File: src/rtl/gate_model_tester_pkg.sv
// rtl/gate_model_tester_pkg.sv - shared widths, tap positions, FSM states and MISR step for the gate-model tester
package gate_model_tester_pkg;

    localparam int IN_W  = 20;
    localparam int OUT_W = 10;

    localparam int LFSR_TAP_HI = 19;
    localparam int LFSR_TAP_LO = 16;
    localparam int MISR_TAP_HI = 9;
    localparam int MISR_TAP_LO = 6;

    // An all-zero LFSR state never advances, so a zero seed is replaced by this.
    localparam logic [IN_W-1:0] SEED_DEFAULT = 20'h00001;

    typedef enum logic [2:0] {
        ST_IDLE,
        ST_LOAD,
        ST_SETTLE,
        ST_CAPTURE,
        ST_DONE
    } state_e;

    function automatic logic [OUT_W-1:0] misr_next(input logic [OUT_W-1:0] m,
                                                   input logic [OUT_W-1:0] d);
        return {m[OUT_W-2:0], m[MISR_TAP_HI] ^ m[MISR_TAP_LO]} ^ d;
    endfunction

endpackage

File: src/rtl/gmt_lfsr.sv
// rtl/gmt_lfsr.sv - 20-bit Fibonacci stimulus LFSR with seed load and single-step control
module gmt_lfsr
    import gate_model_tester_pkg::*;
(
    input  logic            clk,
    input  logic            rst,
    input  logic            load_i,
    input  logic            step_i,
    input  logic [IN_W-1:0] seed_i,
    output logic [IN_W-1:0] q_o
);

    logic [IN_W-1:0] q_q;
    logic [IN_W-1:0] q_d;

    always_comb begin
        q_d = q_q;
        if (load_i) begin
            q_d = (seed_i == '0) ? SEED_DEFAULT : seed_i;
        end else if (step_i) begin
            q_d = {q_q[IN_W-2:0], q_q[LFSR_TAP_HI] ^ q_q[LFSR_TAP_LO]};
        end
    end

    always_ff @(posedge clk or posedge rst) begin
        if (rst) begin
            q_q <= '0;
        end else begin
            q_q <= q_d;
        end
    end

    assign q_o = q_q;

endmodule

File: src/rtl/gate_model_tester.sv
// rtl/gate_model_tester.sv - drives LFSR patterns into a gate model and compacts its responses into a MISR signature
module gate_model_tester
    import gate_model_tester_pkg::*;
#(
    parameter int SETTLE = 2,
    parameter int CNT_W  = 16
) (
    input  logic             clk,
    input  logic             rst,
    input  logic             start,
    input  logic [IN_W-1:0]  seed,
    input  logic [CNT_W-1:0] n_pat,
    input  logic [OUT_W-1:0] golden,
    output logic [IN_W-1:0]  dut_in,
    input  logic [OUT_W-1:0] dut_out,
    output logic             busy,
    output logic             done,
    output logic             pass,
    output logic [OUT_W-1:0] signature,
    output logic [CNT_W-1:0] pat_idx
);

    localparam logic [3:0] SETTLE_M1 = (SETTLE > 0) ? 4'(SETTLE - 1) : 4'd0;
    // With no settle time a freshly applied pattern is captured on the very next cycle.
    localparam state_e ST_APPLIED = (SETTLE == 0) ? ST_CAPTURE : ST_SETTLE;

    state_e           state_q, state_d;
    logic [IN_W-1:0]  seed_q;
    logic [CNT_W-1:0] n_pat_q;
    logic [OUT_W-1:0] golden_q;
    logic [OUT_W-1:0] misr_q, misr_d;
    logic [CNT_W-1:0] pat_idx_q, pat_idx_d;
    logic [3:0]       cnt_q, cnt_d;
    logic             pass_q, pass_d;
    logic             latch_args;
    logic             lfsr_load;
    logic             lfsr_step;

    gmt_lfsr u_lfsr (
        .clk   (clk),
        .rst   (rst),
        .load_i(lfsr_load),
        .step_i(lfsr_step),
        .seed_i(seed_q),
        .q_o   (dut_in)
    );

    always_comb begin
        state_d    = state_q;
        misr_d     = misr_q;
        pat_idx_d  = pat_idx_q;
        cnt_d      = cnt_q;
        pass_d     = pass_q;
        latch_args = 1'b0;
        lfsr_load  = 1'b0;
        lfsr_step  = 1'b0;
        unique case (state_q)
            ST_IDLE: begin
                if (start) begin
                    latch_args = 1'b1;
                    state_d    = ST_LOAD;
                end
            end
            ST_LOAD: begin
                lfsr_load = 1'b1;
                misr_d    = '0;
                pat_idx_d = '0;
                pass_d    = 1'b0;
                cnt_d     = SETTLE_M1;
                if (n_pat_q == '0) begin
                    pass_d  = (golden_q == '0);
                    state_d = ST_DONE;
                end else begin
                    state_d = ST_APPLIED;
                end
            end
            ST_SETTLE: begin
                if (cnt_q == 4'd0) begin
                    state_d = ST_CAPTURE;
                end else begin
                    cnt_d = cnt_q - 4'd1;
                end
            end
            ST_CAPTURE: begin
                misr_d = misr_next(misr_q, dut_out);
                if (pat_idx_q == n_pat_q - CNT_W'(1)) begin
                    pass_d  = (misr_d == golden_q);
                    state_d = ST_DONE;
                end else begin
                    lfsr_step = 1'b1;
                    pat_idx_d = pat_idx_q + CNT_W'(1);
                    cnt_d     = SETTLE_M1;
                    state_d   = ST_APPLIED;
                end
            end
            ST_DONE: begin
                state_d = ST_IDLE;
            end
            default: begin
                state_d = ST_IDLE;
            end
        endcase
    end

    always_ff @(posedge clk or posedge rst) begin
        if (rst) begin
            state_q   <= ST_IDLE;
            seed_q    <= '0;
            n_pat_q   <= '0;
            golden_q  <= '0;
            misr_q    <= '0;
            pat_idx_q <= '0;
            cnt_q     <= '0;
            pass_q    <= 1'b0;
        end else begin
            state_q   <= state_d;
            misr_q    <= misr_d;
            pat_idx_q <= pat_idx_d;
            cnt_q     <= cnt_d;
            pass_q    <= pass_d;
            if (latch_args) begin
                seed_q   <= seed;
                n_pat_q  <= n_pat;
                golden_q <= golden;
            end
        end
    end

    assign busy      = (state_q != ST_IDLE);
    assign done      = (state_q == ST_DONE);
    assign pass      = pass_q;
    assign signature = misr_q;
    assign pat_idx   = pat_idx_q;

endmodule

File: config.mk
export PLATFORM = sky130hd
export DESIGN_NAME = gate_model_tester
export DESIGN_NICKNAME = d
export VERILOG_FILES = /design/src/rtl/gate_model_tester_pkg.sv /design/src/rtl/gmt_lfsr.sv /design/src/rtl/gate_model_tester.sv
export SDC_FILE = /design/constraint.sdc
export NUM_CORES = 1
export LEC_CHECK = 0
export CAP_MARGIN = 25
export CORE_ASPECT_RATIO = 0.9
export CORE_MARGIN = 2
export CORE_UTILIZATION = 51
export DETAILED_ROUTE_END_ITERATION = 7
export GPL_ROUTABILITY_DRIVEN = 0
export MAX_ROUTING_LAYER = met4
export PLACE_DENSITY = 0.87
export SYNTH_ARGS = -nofsm -noshare
export SYNTH_HDL_FRONTEND = slang
export SYNTH_SLANG_ARGS = --single-unit
File: constraint.sdc
create_clock -name clk -period 4.7 [get_ports clk]
set_input_delay 0.94 -clock clk [delete_from_list [all_inputs] [get_ports clk]]
set_output_delay 0.94 -clock clk [all_outputs]
set_load 0.05 [all_outputs]
# [After elaboration in Yosys (flattened, before gate mapping)]
# Cells that the tools add are included.
[totals] rom_bits=0 latchBits=0 ram_bits=0 memories=0 in_bits=59 out_inout_bits=49 elab_cells=61 register_bits=100
[classes] div_mod_pow=0 reduce_logical=13 eq_ne=11 n_addsub=3 n_shift=0 bitwise_logic=3 order_cmp=0 mux=22 n_mul=0
[op_table] op="two-way mux 20 bit" count=3
[op_table] op="one-hot mux 16 bit (2 select lines)" count=1
[op_table] op="logical NOT 20 bit" count=1
[op_table] op="one-hot mux 10 bit (2 select lines)" count=1
[op_table] op="adder 16 x 1 -> 16 bit, second input constant" count=1
[op_table] op="equality test 16 bit" count=1
[op_table] op="logical NOT 16 bit" count=1
[op_table] op="two-way mux 16 bit" count=1
[op_table] op="subtractor 16 x 1 -> 16 bit, second input constant" count=1
[op_table] op="two-way mux 3 bit" count=4
[op_table] op="one-hot mux 3 bit (4 select lines)" count=1
[op_table] op="one-hot mux 4 bit (3 select lines)" count=1
[op_table] op="equality test 10 bit" count=1
[op_table] op="logical NOT 10 bit" count=1
[op_table] op="!= test 2 bit, second input constant" count=5
[op_table] op="bitwise XOR 10 bit" count=1
[op_table] op="two-way mux 4 bit" count=2
[op_table] op="two-way mux 1 bit" count=7
[op_table] op="equality test 3 x 2 -> 1 bit, second input constant" count=2
[op_table] op="AND reduction 2 bit" count=3
[op_table] op="nonzero test 3 bit" count=2
[op_table] op="logical NOT 4 bit" count=1
[op_table] op="nonzero test 2 bit" count=2
[op_table] op="subtractor 4 x 1 -> 4 bit, second input constant" count=1
[op_table] op="other kinds (6)" count=7

# [Logic depth before layout (Yosys ltp)]
[depth] ltp_word=6 mapped_depth=11

# [By module]
# A second synthesis with hierarchy kept.
[hier_totals] cells_unflattened=499 hier_area_um2=5292.6
[modules_own_cells] module="gate_model_tester" seq_area_each_um2=2001.9 n_inst=1 area_each_um2=4287.9 cells_each=402
[modules_own_cells] module="gmt_lfsr" seq_area_each_um2=500.5 n_inst=1 area_each_um2=1004.7 cells_each=97

# [Worst setup path after synthesis]
# OpenSTA, ideal clock, no wires.
[synth_path] path_kind="reg2reg" from="register pat_idx_q[10], in the netlist pat_idx[10]" to="register pat_idx_q[6], in the netlist pat_idx[6]" synth_period_minus_slack_ns=2.658 t_arrival_ns=2.536 path_stages_with_launch=11 setup_time_ns=0.122 t_required_ns=4.578 slack_ns=2.042 path_cell_list="dfrtp_1 clkbuf_1 xor2_1 nand4_1 o21a_1 o221a_2 nor4_2 nand3_1 buf_6 a31o_1 a32o_1"
[synth_between] elab_chain_len=3
[synth_rtl] element="start: declaration" line_no="gate_model_tester.sv:32" rtl="logic [CNT_W-1:0] pat_idx_q, pat_idx_d;"
[synth_rtl] element="start signal: assignment" line_no="gate_model_tester.sv:118" rtl="pat_idx_q <= pat_idx_d;"
[synth_rtl] element="equality test 16 bit" line_no="gate_model_tester.sv:86" rtl="if (pat_idx_q == n_pat_q - CNT_W'(1)) begin"
[synth_rtl] element="!= test 2 bit (no line)"
[synth_rtl] element="AND reduction 2 bit (no line)"
# No other way between the ends.
# A chain may end at the register's enable or synchronous reset.

# [Worst setup path after layout]
[layout_path] from="register n_pat_q[2]" to="register pat_idx_q[13], in the netlist pat_idx[13]"
[layout_between] elab_chain_len=4
[layout_rtl] element="start: declaration" line_no="gate_model_tester.sv:29" rtl="logic [CNT_W-1:0] n_pat_q;"
[layout_rtl] element="start signal: assignment" line_no="gate_model_tester.sv:123" rtl="n_pat_q <= n_pat;"
[layout_rtl] element="subtractor 16 x 1 -> 16 bit" line_no="gate_model_tester.sv:86"
[layout_rtl] element="equality test 16 bit" line_no="gate_model_tester.sv:86"
[layout_rtl] element="!= test 2 bit (no line)"
[layout_rtl] element="AND reduction 2 bit (no line)"
# No other way between the ends.

==> results_dict.tcl <==
set metrics [dict create \
    synthArstFlopShare_pct 100.0 \
    syn_area_um2 5335 \
    vias_per_cell 6.180 \
    synth_ff_type "dfrtp_1" \
    hold_viol_final 0 \
    nets 653 \
    grt_use_total_pct 25.28 \
    outcome "complete, no violations" \
    cts_resized 0 \
    post_synth.cell_area_avg_um2 10.65 \
    vdd.ir_drop.worst_mv 0.4930 \
    fin_crit_sh_pct 75.83 \
    total_power_uw 4910 \
    arrival_ns 3.79 \
    fin_setup_tns_ns 0 \
    vias 4468 \
    clk_path_buf_depth 2 \
    ios 108 \
    slew_headroom_pct 31.61 \
    cts_buffers 9 \
    yosysSeqAreaShare_pct 46.90 \
    final.min_clock_period_ns 3.564 \
    setup_violations 0 \
    numPortBuffers 107 \
    crit_fanout 22 \
    antenna_found_initial 0 \
    synth_enable_flop_cells 0 \
    synth_compound_area_share_pct 16.21 \
    max_cap_violations 0 \
    synth_cell_type_count 59 \
    grt_pass1_wl_um 22180 \
    powerDensity_nw_per_um2 727.2 \
    pre_cts_slack_ns 1.231 \
    ctsHoldBuffers 0 \
    drive_gt1_share_pct 14.65 \
    r2r_cells 8 \
    clock_skew_ns 0.01008 \
    wl_per_cell_um 18.51 \
    rsz0062_at_grt "no" \
    power.leakage_uw 0.002682 \
    clk_pin_slew_ns 0.07 \
    die_x_um 111.8 \
    yosysMostFrequentCell "dfrtp_1" \
    cts_tree "built" \
    drt_iter0_markers 311 \
    gr-total-overflow 0 \
    highest_layer "met4" \
    synthMuxAreaShare_pct 10.23 \
    slew_violations 0 \
    num_rows 35 \
    holdWs_ns 0.5194 \
    required_ns 4.93 \
    max_freq_mhz 280.6 \
    worst_slack_ns 1.136 \
    synth_top_area_share_pct 46.90 \
    yosys.area_share.simple_pct 15.60 \
    synthTopCellsByCount "dfrtp_1 (100), mux2_2 (44), nand2_1 (34)" \
    wl_um 13380 \
    clockRootBuffer "clkbuf_16" \
    die_y_um 101.0 \
    drc_errors 0 \
    syn_inst 501 \
    yosysWarnings 0 \
    area_delta_synth_final_pct 26.55 \
    worst_setup_path_end_kind "flop" \
    grt_max_degree 61 \
    start_util_pct 52.29 \
    wl_met2_um 6580 \
    cts_num_sinks 100 \
    synth_fa_ha_area_share_pct 0.9381 \
    antenna_left 0 \
    synth_top_area_cell "dfrtp_1" \
    die_area_um2 11300 \
    start_kind "flop" \
    insertion_delay_ns 0.35 \
    path_class "flop to flop" \
    diodes 0 \
    synth_area_leaders "dfrtp_1 (47%), mux2_2 (9.3%), xnor2_1 (4.8%), a2bb2oi_1 (3.0%), nand2_1 (2.4%)" \
    holdPathStages 1 \
    tightest_slew_ns 1.025 \
    grt_pass1_vias 4486 \
    dp.final_hpwl_um 8923 \
    synth_top_family_by_area "compound AO/OA/AOI/OAI gates" \
    drtPass1Iterations 4 \
    coreArea_um2 10200 \
    syn_nets 564 \
    htree_levels 3 \
    ys_ff_latch 100 \
    dr_wl_met3_um 887 \
    synth_xor_area_share_pct 6.567 \
    wl_met1_um 5711 \
    utilization_pct 66.17 \
    post-cts-setup-buffer-count 0 \
    hold_class "flop to flop" \
]
-- worst max-delay path, stage by stage (launching register included) --
cell,delay [ns]
dfrtp_1,0.47
nor4_4,0.72
and4_1,0.34
nor4b_1,0.23
a31oi_1,0.09
a21oi_2,0.22
nand3_1,0.61
and4_1,0.45
a221o_1,0.30
-- sequential cells by signal (all words and copies together) (netlist names) --
name	count
golden_q	10
seed_q	20
pass	1
signature	10
cnt_q	4
pat_idx	16
n_pat_q	16
u_lfsr.q_o	20
state_q	3
-- metal layers --
layer | up-vias | GRT usage, %
met1 | 2211 | 31.81
met4 | 0 | 7.597
met2 | 183 | 40.75
met3 | 30 | 6.494
li1 | 2044 | -
met5 | - | -
-- through the flow --
stage / cells / instance area [µm²]
floorplan: 501 / 5335
global placement: 707 / 6447
detailed placement: 707 / 6447
CTS: 722 / 6731
global route: 723 / 6751
finish: 723 / 6751
-- cell families (layout without fill, tap and decap cells) --
kind of cell             count (synthesis)  after routing
XOR/XNOR                                40             40
adder cells (fa/ha/maj)                  4              4
AO/OA/AOI/OAI                          119            119
multiplexers                            49             49
AND/OR/NAND/NOR                        147            147
flip-flops                             100            100
buffers and inverters                   42            135
-- layout by cell type, fill, tap and decap left out, types with 3 or more instances in the layout --
| cell | n |
|---|---|
| clkbuf_16 | 9 |
| a31o_2 | 5 |
| buf_4 | 5 |
| and3_1 | 14 |
| or3_1 | 3 |
| o21ai_1 | 4 |
| mux2i_1 | 5 |
| a31o_1 | 6 |
| nand2_1 | 34 |
| a21o_1 | 5 |
| a2bb2oi_1 | 18 |
| nand3_1 | 18 |
| o21a_1 | 5 |
| a32o_1 | 7 |
| inv_1 | 6 |
| a31oi_1 | 9 |
| nor2_1 | 18 |
| and2_1 | 3 |
| nor3_1 | 15 |
| o22ai_1 | 20 |
| dfrtp_1 | 100 |
| xnor2_1 | 29 |
| mux2_2 | 44 |
| ha_1 | 4 |
| nand4_1 | 8 |
| nor4_1 | 9 |
| clkdlybuf4s50_1 | 107 |
| and4_1 | 3 |
| xor2_1 | 11 |
| o21ai_0 | 19 |
| a21oi_1 | 8 |
-- final timing paths --
| path | start | end | slack, ns |
|---|---|---|---|
| min in group asynchronous | rst | seed_q[15] | 1.07 |
| max in group asynchronous | rst | n_pat_q[9] | 2.99 |
| min reg2reg | seed_q[0] | seed_q[0] | 0.52 |
| min | seed_q[0] | seed_q[0] | 0.52 |
| max reg2reg | n_pat_q[2] | pat_idx[13] | 1.14 |
| max | n_pat_q[2] | pat_idx[13] | 1.14 |
-- power breakdown --
group | total (µW) | switching, µW | internal (µW)
Combinational | 2490 | 1430 | 1060
Sequential | 1700 | 457 | 1240
Clock | 722 | 333 | 389
Total | 4910 | 2220 | 2690
-- area by class of cell --
| type | instances | area (µm²) |
|---|---|---|
| Clock buffer | 11 | 252.7 |
| Clock inverter | 4 | 31.28 |
| Fill cell | 780 | 3452 |
| Inverter | 7 | 28.78 |
| Multi-Input combinational cell | 359 | 2646 |
| Sequential cell | 100 | 2502 |
| Tap cell | 129 | 161.4 |
| Timing Repair Buffer | 113 | 1129 |
No activity file was read; power rests on OpenSTA's default activity.
